<file path="src/rtl/raw_scoreboard_pkg.sv">
// Shared constants and types for the RAW/WAW hazard scoreboard.
//   NR_REG  : architectural registers tracked (RV32E, x0 never tracked)
//   CNT_W   : width of each pending-write counter
//   RF_AW   : register index width; address bit [4] is ignored
package raw_scoreboard_pkg;

  localparam int unsigned NR_REG = 16;
  localparam int unsigned CNT_W  = 2;
  localparam int unsigned RF_AW  = 4;

  typedef logic [CNT_W-1:0] cnt_t;
  typedef logic [RF_AW-1:0] reg_idx_t;

  // Largest representable in-flight write count per register.
  localparam cnt_t CNT_MAX = {CNT_W{1'b1}};

endpackage

</file>
<file path="src/rtl/raw_scoreboard_if.sv">
// IDU/WBU <-> scoreboard signal bundle.
//   master : IDU/WBU side, drives decode/issue/retire info, receives RAW_check/idle/err
//   slave  : scoreboard side
interface raw_scoreboard_if;

  logic       processing;
  logic       reg1_read;
  logic       reg2_read;
  logic [4:0] raddr1;
  logic [4:0] raddr2;
  logic       dec_regwrite;
  logic [4:0] dec_rd;
  logic       issue;
  logic       wb_regwrite;
  logic [4:0] wb_addr;
  logic       RAW_check;
  logic       idle;
  logic       err;

  modport master (
    output processing, reg1_read, reg2_read, raddr1, raddr2,
    output dec_regwrite, dec_rd, issue, wb_regwrite, wb_addr,
    input  RAW_check, idle, err
  );

  modport slave (
    input  processing, reg1_read, reg2_read, raddr1, raddr2,
    input  dec_regwrite, dec_rd, issue, wb_regwrite, wb_addr,
    output RAW_check, idle, err
  );

endinterface

</file>
<file path="src/rtl/raw_pend_counter.sv">
// One pending-write counter for a single architectural register.
// Ports:
//   clk, rst  : clock, synchronous active-high reset
//   inc       : a write to this register was issued this cycle
//   dec       : a write to this register retired this cycle
//   zero      : counter is zero (no pending write)
//   full      : counter is at CNT_MAX
//   next_zero : next-state counter is zero
//   err       : this cycle's update was illegal (overflow or underflow)
module raw_pend_counter
  import raw_scoreboard_pkg::*;
(
  input  logic clk,
  input  logic rst,
  input  logic inc,
  input  logic dec,
  output logic zero,
  output logic full,
  output logic next_zero,
  output logic err
);

  cnt_t cnt_q, cnt_d;

  always_comb begin
    cnt_d = cnt_q;
    err   = 1'b0;
    // Simultaneous inc and dec cancel out, even at the limits.
    if (inc && !dec) begin
      if (cnt_q == CNT_MAX) err = 1'b1;  // saturate
      else                  cnt_d = cnt_q + cnt_t'(1);
    end else if (dec && !inc) begin
      if (cnt_q == '0) err = 1'b1;       // hold at zero
      else             cnt_d = cnt_q - cnt_t'(1);
    end
  end

  always_ff @(posedge clk) begin
    if (rst) cnt_q <= '0;
    else     cnt_q <= cnt_d;
  end

  assign zero      = (cnt_q == '0);
  assign full      = (cnt_q == CNT_MAX);
  assign next_zero = (cnt_d == '0);

endmodule

</file>
<file path="src/rtl/raw_scoreboard.sv">
// RAW/WAW hazard scoreboard between IDU and WBU.
// Tracks in-flight writes per register; stalls IDU (RAW_check) when a source has a pending
// write or the destination counter is full. Reports pipeline drain (idle) and a sticky err
// for illegal counter updates.
// Ports:
//   clk, rst : clock, synchronous active-high reset
//   sb       : raw_scoreboard_if.slave bundle (decode/issue/retire in, RAW_check/idle/err out)
module raw_scoreboard
  import raw_scoreboard_pkg::*;
(
  input logic              clk,
  input logic              rst,
  raw_scoreboard_if.slave  sb
);

  reg_idx_t rs1, rs2, rd, wb_rd;
  logic     unused_hi_bits;

  assign rs1   = sb.raddr1[RF_AW-1:0];
  assign rs2   = sb.raddr2[RF_AW-1:0];
  assign rd    = sb.dec_rd[RF_AW-1:0];
  assign wb_rd = sb.wb_addr[RF_AW-1:0];
  // Bit [4] of every address is deliberately ignored (16-entry regfile).
  assign unused_hi_bits = sb.raddr1[4] ^ sb.raddr2[4] ^ sb.dec_rd[4] ^ sb.wb_addr[4];

  logic [NR_REG-1:0] zero_vec, full_vec, next_zero_vec, err_vec;

  // x0 is never tracked: its slot reads as permanently empty.
  assign zero_vec[0]      = 1'b1;
  assign full_vec[0]      = 1'b0;
  assign next_zero_vec[0] = 1'b1;
  assign err_vec[0]       = 1'b0;

  for (genvar i = 1; i < NR_REG; i++) begin : g_cnt
    logic inc, dec;
    assign inc = sb.issue & sb.dec_regwrite & (rd == reg_idx_t'(i));
    assign dec = sb.wb_regwrite & (wb_rd == reg_idx_t'(i));

    raw_pend_counter u_cnt (
      .clk       (clk),
      .rst       (rst),
      .inc       (inc),
      .dec       (dec),
      .zero      (zero_vec[i]),
      .full      (full_vec[i]),
      .next_zero (next_zero_vec[i]),
      .err       (err_vec[i])
    );
  end

  // Zero/full flags of slot 0 already mask x0, so no explicit !=0 compare is needed.
  // Depends only on registered counters and decode, never on issue.
  logic hz_rs1, hz_rs2, hz_waw;
  assign hz_rs1 = sb.reg1_read    & ~zero_vec[rs1];
  assign hz_rs2 = sb.reg2_read    & ~zero_vec[rs2];
  assign hz_waw = sb.dec_regwrite &  full_vec[rd];

  assign sb.RAW_check = sb.processing & (hz_rs1 | hz_rs2 | hz_waw);

  logic idle_q, err_q;

  always_ff @(posedge clk) begin
    if (rst) begin
      idle_q <= 1'b1;
      err_q  <= 1'b0;
    end else begin
      idle_q <= &next_zero_vec;
      err_q  <= err_q | (|err_vec);
    end
  end

  assign sb.idle = idle_q;
  assign sb.err  = err_q;

endmodule

</file>
<file path="src/flat_wrapper.sv">
// flat-port wrapper written by rule: the top's interface ports become plain ports
module raw_scoreboard_flat import raw_scoreboard_pkg::*;
  (clk, rst, sb_processing, sb_reg1_read, sb_reg2_read, sb_raddr1, sb_raddr2, sb_dec_regwrite, sb_dec_rd, sb_issue, sb_wb_regwrite, sb_wb_addr, sb_RAW_check, sb_idle, sb_err);
  raw_scoreboard_if sb_i ();
  input logic clk;
  input logic rst;
  input wire logic [$bits(sb_i.processing)-1:0] sb_processing;
  input wire logic [$bits(sb_i.reg1_read)-1:0] sb_reg1_read;
  input wire logic [$bits(sb_i.reg2_read)-1:0] sb_reg2_read;
  input wire logic [$bits(sb_i.raddr1)-1:0] sb_raddr1;
  input wire logic [$bits(sb_i.raddr2)-1:0] sb_raddr2;
  input wire logic [$bits(sb_i.dec_regwrite)-1:0] sb_dec_regwrite;
  input wire logic [$bits(sb_i.dec_rd)-1:0] sb_dec_rd;
  input wire logic [$bits(sb_i.issue)-1:0] sb_issue;
  input wire logic [$bits(sb_i.wb_regwrite)-1:0] sb_wb_regwrite;
  input wire logic [$bits(sb_i.wb_addr)-1:0] sb_wb_addr;
  output wire logic [$bits(sb_i.RAW_check)-1:0] sb_RAW_check;
  output wire logic [$bits(sb_i.idle)-1:0] sb_idle;
  output wire logic [$bits(sb_i.err)-1:0] sb_err;
  assign sb_i.processing = sb_processing;
  assign sb_i.reg1_read = sb_reg1_read;
  assign sb_i.reg2_read = sb_reg2_read;
  assign sb_i.raddr1 = sb_raddr1;
  assign sb_i.raddr2 = sb_raddr2;
  assign sb_i.dec_regwrite = sb_dec_regwrite;
  assign sb_i.dec_rd = sb_dec_rd;
  assign sb_i.issue = sb_issue;
  assign sb_i.wb_regwrite = sb_wb_regwrite;
  assign sb_i.wb_addr = sb_wb_addr;
  assign sb_RAW_check = sb_i.RAW_check;
  assign sb_idle = sb_i.idle;
  assign sb_err = sb_i.err;
  raw_scoreboard u_core (.clk(clk), .rst(rst), .sb(sb_i));
endmodule
</file>
<file path="config.mk">
export PLATFORM = sky130hd
export DESIGN_NAME = raw_scoreboard_flat
export DESIGN_NICKNAME = d
export VERILOG_FILES = /design/src/rtl/raw_scoreboard_pkg.sv /design/src/rtl/raw_scoreboard_if.sv /design/src/rtl/raw_pend_counter.sv /design/src/rtl/raw_scoreboard.sv /design/src/flat_wrapper.sv
export SDC_FILE = /design/constraint.sdc
export NUM_CORES = 1
export LEC_CHECK = 0
export ABC_AREA = 0
export CAP_MARGIN = 20
export CORE_UTILIZATION = 40
export CTS_BUF_LIST = sky130_fd_sc_hd__clkbuf_8
export CTS_CLUSTER_SIZE = 14
export DETAILED_ROUTE_END_ITERATION = 8
export SLEW_MARGIN = 20
export SYNTH_ARGS = -nofsm -noshare
export SYNTH_HDL_FRONTEND = slang
export SYNTH_SLANG_ARGS = --single-unit
</file>
<file path="constraint.sdc">
create_clock -name clk -period 4.3 [get_ports clk]
set_input_delay 0.645 -clock clk [delete_from_list [all_inputs] [get_ports clk]]
set_output_delay 0.645 -clock clk [all_outputs]
set_load 0.02 [all_outputs]
</file>
## Word level (Yosys, flattened, before mapping)

Cells that the tools add are included.

| storage, ports and cells | value |
|---|---|
| register bits | 32 |
| bits of input ports | 28 |
| output and inout port bits | 3 |
| word-level logic and storage cells | 353 |

| operators by class | value |
|---|---|
| add/sub/neg operators | 30 |
| magnitude comparators | 3 |
| equality and inequality tests | 45 |
| muxes and demuxes | 126 |
| bitwise operators | 40 |
| reduce and logical (&&, ||, !) cells | 92 |

Operators with widths:

| cell | number |
|---|---|
| 2-to-1 mux 2 bit | 60 |
| equality test 4 bit, second input constant | 16 |
| 2-to-1 mux 1 bit | 63 |
| logical NOT 2 bit | 30 |
| bitwise AND 1 bit | 35 |
| equality test 4 x 3 -> 1 bit, second input constant | 8 |
| adder 2 x 1 -> 2 bit, second input constant | 15 |
| equality test 2 bit, second input constant | 15 |
| logical AND 1 bit | 30 |
| logical NOT 1 bit | 30 |
| subtractor 2 x 1 -> 2 bit, second input constant | 15 |
| equality test 4 x 2 -> 1 bit, second input constant | 4 |
| < comparator 4 x 5 -> 1 bit, second input constant | 3 |
| AND reduction 15 bit | 1 |
| OR reduction 15 bit | 1 |
| binary-select mux 1 bit (select 4 bit) | 3 |
| equality test 4 x 1 -> 1 bit, second input constant | 2 |
| OR 1 bit | 3 |
| NOT 1 bit | 2 |

## Logic depth before layout (Yosys ltp)

| depth | value |
|---|---|
| depth after elaboration | 8 |
| mapped depth | 8 |
| gate-level depth less buffers | 7 |

## By module

From an unflattened synthesis, not the netlist that was laid out.

| unflattened totals | value |
|---|---|
| cells, all modules | 366 |
| area, all modules | 2872.8 µm² |

By module, submodules not included:

| module | instances | cells each | area an instance (µm²) | sequential area each (µm²) |
|---|---|---|---|---|
| raw_pend_counter | 15 | 18 | 142.6 | 40.0 |
| raw_scoreboard | 1 | 96 | 733.2 | 40.0 |

## Worst setup path after synthesis

No wires, ideal clock.

| timing | value |
|---|---|
| path type | in2out |
| start | input sb_dec_rd[0] |
| end | output sb_RAW_check |
| arrival time | 2.186 ns |
| data required time | 3.655 ns |
| slack | 1.469 ns |
| stages on the path | 7 |
| path buffers | 2 |
| path through | buf_4 -> clkbuf_1 -> a31oi_1 -> mux4_2 -> a21oi_1 -> a21oi_1 -> a21boi_1 |

| between the ends | value |
|---|---|
| longest elaborated chain between the ends | 5 |

Ends and longest elaborated chain:

| item | line | source |
|---|---|---|
| start: declaration | flat_wrapper.sv:13 | `input wire logic [$bits(sb_i.dec_rd)-1:0] sb_dec_rd;` |
| binary-select mux 1 bit (select 4 bit) | raw_scoreboard.sv:56 | `assign hz_waw = sb.dec_regwrite & full_vec[rd];` |
| 2-to-1 mux 1 bit (not written as such) | raw_scoreboard.sv:56 |  |
| bitwise AND 1 bit | raw_scoreboard.sv:56 |  |
| OR 1 bit | raw_scoreboard.sv:58 | `assign sb.RAW_check = sb.processing & (hz_rs1 \| hz_rs2 \| hz_waw);` |
| bitwise AND 1 bit | raw_scoreboard.sv:58 |  |
| end: declaration | flat_wrapper.sv:17 | `output wire logic [$bits(sb_i.RAW_check)-1:0] sb_RAW_check;` |

Every way passes these cells. The select of a mux whose other input is x is not followed.

## Final worst setup path

Same ends and word-level chain as after synthesis.

==> impl_metrics.ini <==
[floorplan]
std_cell_rows = 30
core-area_um2 = 6790
die_area_um2 = 7410
die-height_um = 86.1
dieWidth_um = 86.1
initial_utilization = 0.416
pin_count = 31

[placed_design]
gp_routability_congestion = 0.920
buffer_ports.inserted = 26
dp_slack_ps = 442
dp_hpwl_um = 7230

[sta]
layout_worst_path_cycle_share = 0.906
number_of_hold_violations_in_the_final_report = 0
final_period_minus_worst_setup_slack_ps = 3890
drv_slew = 0
relSlewSlack = 0.568
setup_repair_after_global_routing_missed_its_margin = false
setup_tns_ps = 0
clock-skew-final_ps = 5.62
worstMarginPinSlew_ps = 646
setup_ws_final_ps = 405
final.hold.worst_slack_ps = 560
max_freq_ghz = 0.257
finalSetupViolations = 0

[route]
final_antenna_net_count = 0
wire_per_inst_um = 19.4
routed-via-count = 3025
route.detailed.drc = 0
firstDrtPassIters = 5
finalWirelength_um = 9380
viasPerCell = 6.25
dr.first_iter.drc_count = 337

[yosys]
synthXorXnorAreaFrac = 0
post_synth_mux_area_share = 0.0708
synth_warn = 0
main_combinational_cell_family_by_area_after_synthesis = compound AO/OA/AOI/OAI gates
synth_largest_type_area_fraction = 0.227
synth_cells = 378
synth-edff-count = 0
synth.ff_latch_count = 32
yosys.area_share.simple = 0.315
netlist-cell-type-count = 60
cell_with_the_most_instances_after_synthesis = nor2_1
synth-compound-area-share = 0.325
synth.net_count = 406
ys_top_cells_by_count = 38 x nor2_1, 33 x a21oi_1, 32 x dfxtp_1
netlist_area_um2 = 2830
ys_seq_area_frac = 0.227
post_synth_fa_ha_maj_area_fraction = 0
yosys_most_used_dff = dfxtp_1
syn_area_per_cell_um2 = 7.48
synthTopCellsByArea = dfxtp_1 23%, mux4_2 6.4%, a21oi_1 5.8%
async_flop_share = 0
synthDominantAreaCellType = dfxtp_1

[global_routing]
grt_antenna_before_repair = 0
grt_first_pass_wirelength_um = 14600
grt_pass1_vias = 2706
grt_util_all_layers = 0.261
grt_start_max_net_pins = 26
gr-total-overflow = 0

[cells_and_area]
n_fill_cell = 697
drive_above_1_share = 0.103
n_antenna_cell = 0
post-route-util = 0.472
finalNetCount = 415
area_growth_syn_to_layout_pct = 13.5

[status]
status = finished clean

[run]
max-cap-violations = 0

[worst_setup_path]
worst-setup-path-type = input port to output port
reg2reg_depth = 6
worst_setup_path_start_kind = input port
critical_path_peak_fanout = 22
crit-reg2reg-launch = u_core.g_cnt[4].u_cnt.cnt_q[0]$_SDFF_PP0_
worst-endpoint-required_ps = 3650
reg2reg_setup_slack_ps = 2230
critPathArrivalTime_ps = 3250
timing.critical_path.to_type = output port
critical_path.reg2reg.endpoint = u_core.sb.idle$_SDFF_PP1_

[cts]
cts.reportedPaths.clkPinSlew_ps = 70
post_cts.repair.setup_buffers = 0
clk_path_buf_depth = 2
clk_latency_ps = 290
tritoncts = built
h-tree-depth = 2
cts_hold_buffers = 0
post_cts_resize_count = 0
clkSinkCount = 32
cts_made_buffers = 5
root_buffer = clkbuf_8

[hold_path]
holdPathEnd = u_core.g_cnt[14].u_cnt.cnt_q[0]$_SDFF_PP0_
hp-class = register to register
worstHoldStart = u_core.g_cnt[14].u_cnt.cnt_q[1]$_SDFF_PP0_
hold_path_depth = 2

[power_and_ir_drop]
power.density_cell_area_nw_per_um2 = 224
leakagePower_uw = 0.00107
irDropWorstVdd_uv = 129
==> state kept, by name, indices dropped and copies added, names as in the netlist <==
| name | count |
|---|---|
| u_core.g_cnt.u_cnt.cnt_q | 30 |
| u_core.sb.err | 1 |
| u_core.sb.idle | 1 |
==> logic make-up (layout without fill, tap and decap cells) <==
kind of cell | Yosys count | count (layout)
AND/OR/NAND/NOR | 163 | 163
flip-flops | 32 | 32
AO/OA/AOI/OAI | 132 | 132
multiplexers | 10 | 10
buffers and inverters | 41 | 51
==> power breakdown <==
| group | total [uW] | switching (uW) | internal [uW] |
|---|---|---|---|
| clock network | 254 | 126 | 128 |
| logic | 151 | 87.0 | 64.3 |
| registers | 312 | 9.17 | 303 |
| total | 717 | 222 | 495 |
==> metrics by stage <==
step / std cells / area (um2) / total power [uW]
floorplan: 378 / 2830 / 404
global placement: 476 / 3110 / 466
detailed placement: 476 / 3110 / 467
CTS: 484 / 3210 / 720
global route: 484 / 3210 / 747
finish: 484 / 3210 / 717
==> how the worst max path moves through the flow <==
| stage | slack [ps] | depth (start not counted) | end | start |
|---|---|---|---|---|
| 5_1_grt | 250 | 8 | sb_RAW_check | sb_dec_rd[0] |
| 4_1_cts | 440 | 7 | sb_RAW_check | sb_dec_rd[0] |
| 2_1_floorplan | 1470 | 7 | sb_RAW_check | sb_dec_rd[0] |
| 3_5_place_dp | 440 | 7 | sb_RAW_check | sb_dec_rd[0] |
| 3_3_place_gp | 440 | 7 | sb_RAW_check | sb_dec_rd[0] |
| 6_report | 410 | 7 | sb_RAW_check | sb_dec_rd[0] |
==> layout make-up <==
class / count / area (um2) / area share
sequential: 32 / 641 / 0.200
clock inverter: 2 / 10.0 / 0.00312
inverter: 12 / 45.0 / 0.0140
multi-input combinational: 305 / 2010 / 0.627
clock buffer: 6 / 82.6 / 0.0258
timing repair buffer: 31 / 298 / 0.0929
tap: 96 / 120 / 0.0375
==> worst max-delay path: stages <==
cell             delay (ps)
clkdlybuf4s50_1         880
a31oi_1                 170
mux4_2                  470
a21oi_1                 220
a21oi_1                 100
a21boi_1                150
clkdlybuf4s50_1         610
==> layer usage <==
metal | GRT usage | routed length, um
met5 | 0 | 0
met4 | 0.0773 | 213
met3 | 0.0491 | 818
met2 | 0.408 | 4060
met1 | 0.363 | 4290
==> layout by cell type (no fill, tap or decap), types with 3 or more instances in the layout <==
cell,count
clkdlybuf4s50_1,26
o211ai_1,10
nand3b_1,3
mux4_2,8
nand2b_1,7
a31oi_1,10
or3_1,4
inv_1,12
o21ai_0,23
nor3b_1,4
a311oi_1,3
buf_4,5
nand4_1,7
a221oi_1,5
a21o_1,4
and2_1,8
and3_1,3
nand2_1,25
nor2b_1,8
dfxtp_1,32
nor2_1,38
nor3_1,22
a211oi_2,6
a211oi_1,18
a22oi_1,4
nand3_1,15
clkbuf_8,6
a21oi_1,33
No activity file was read; power rests on OpenSTA's default activity.
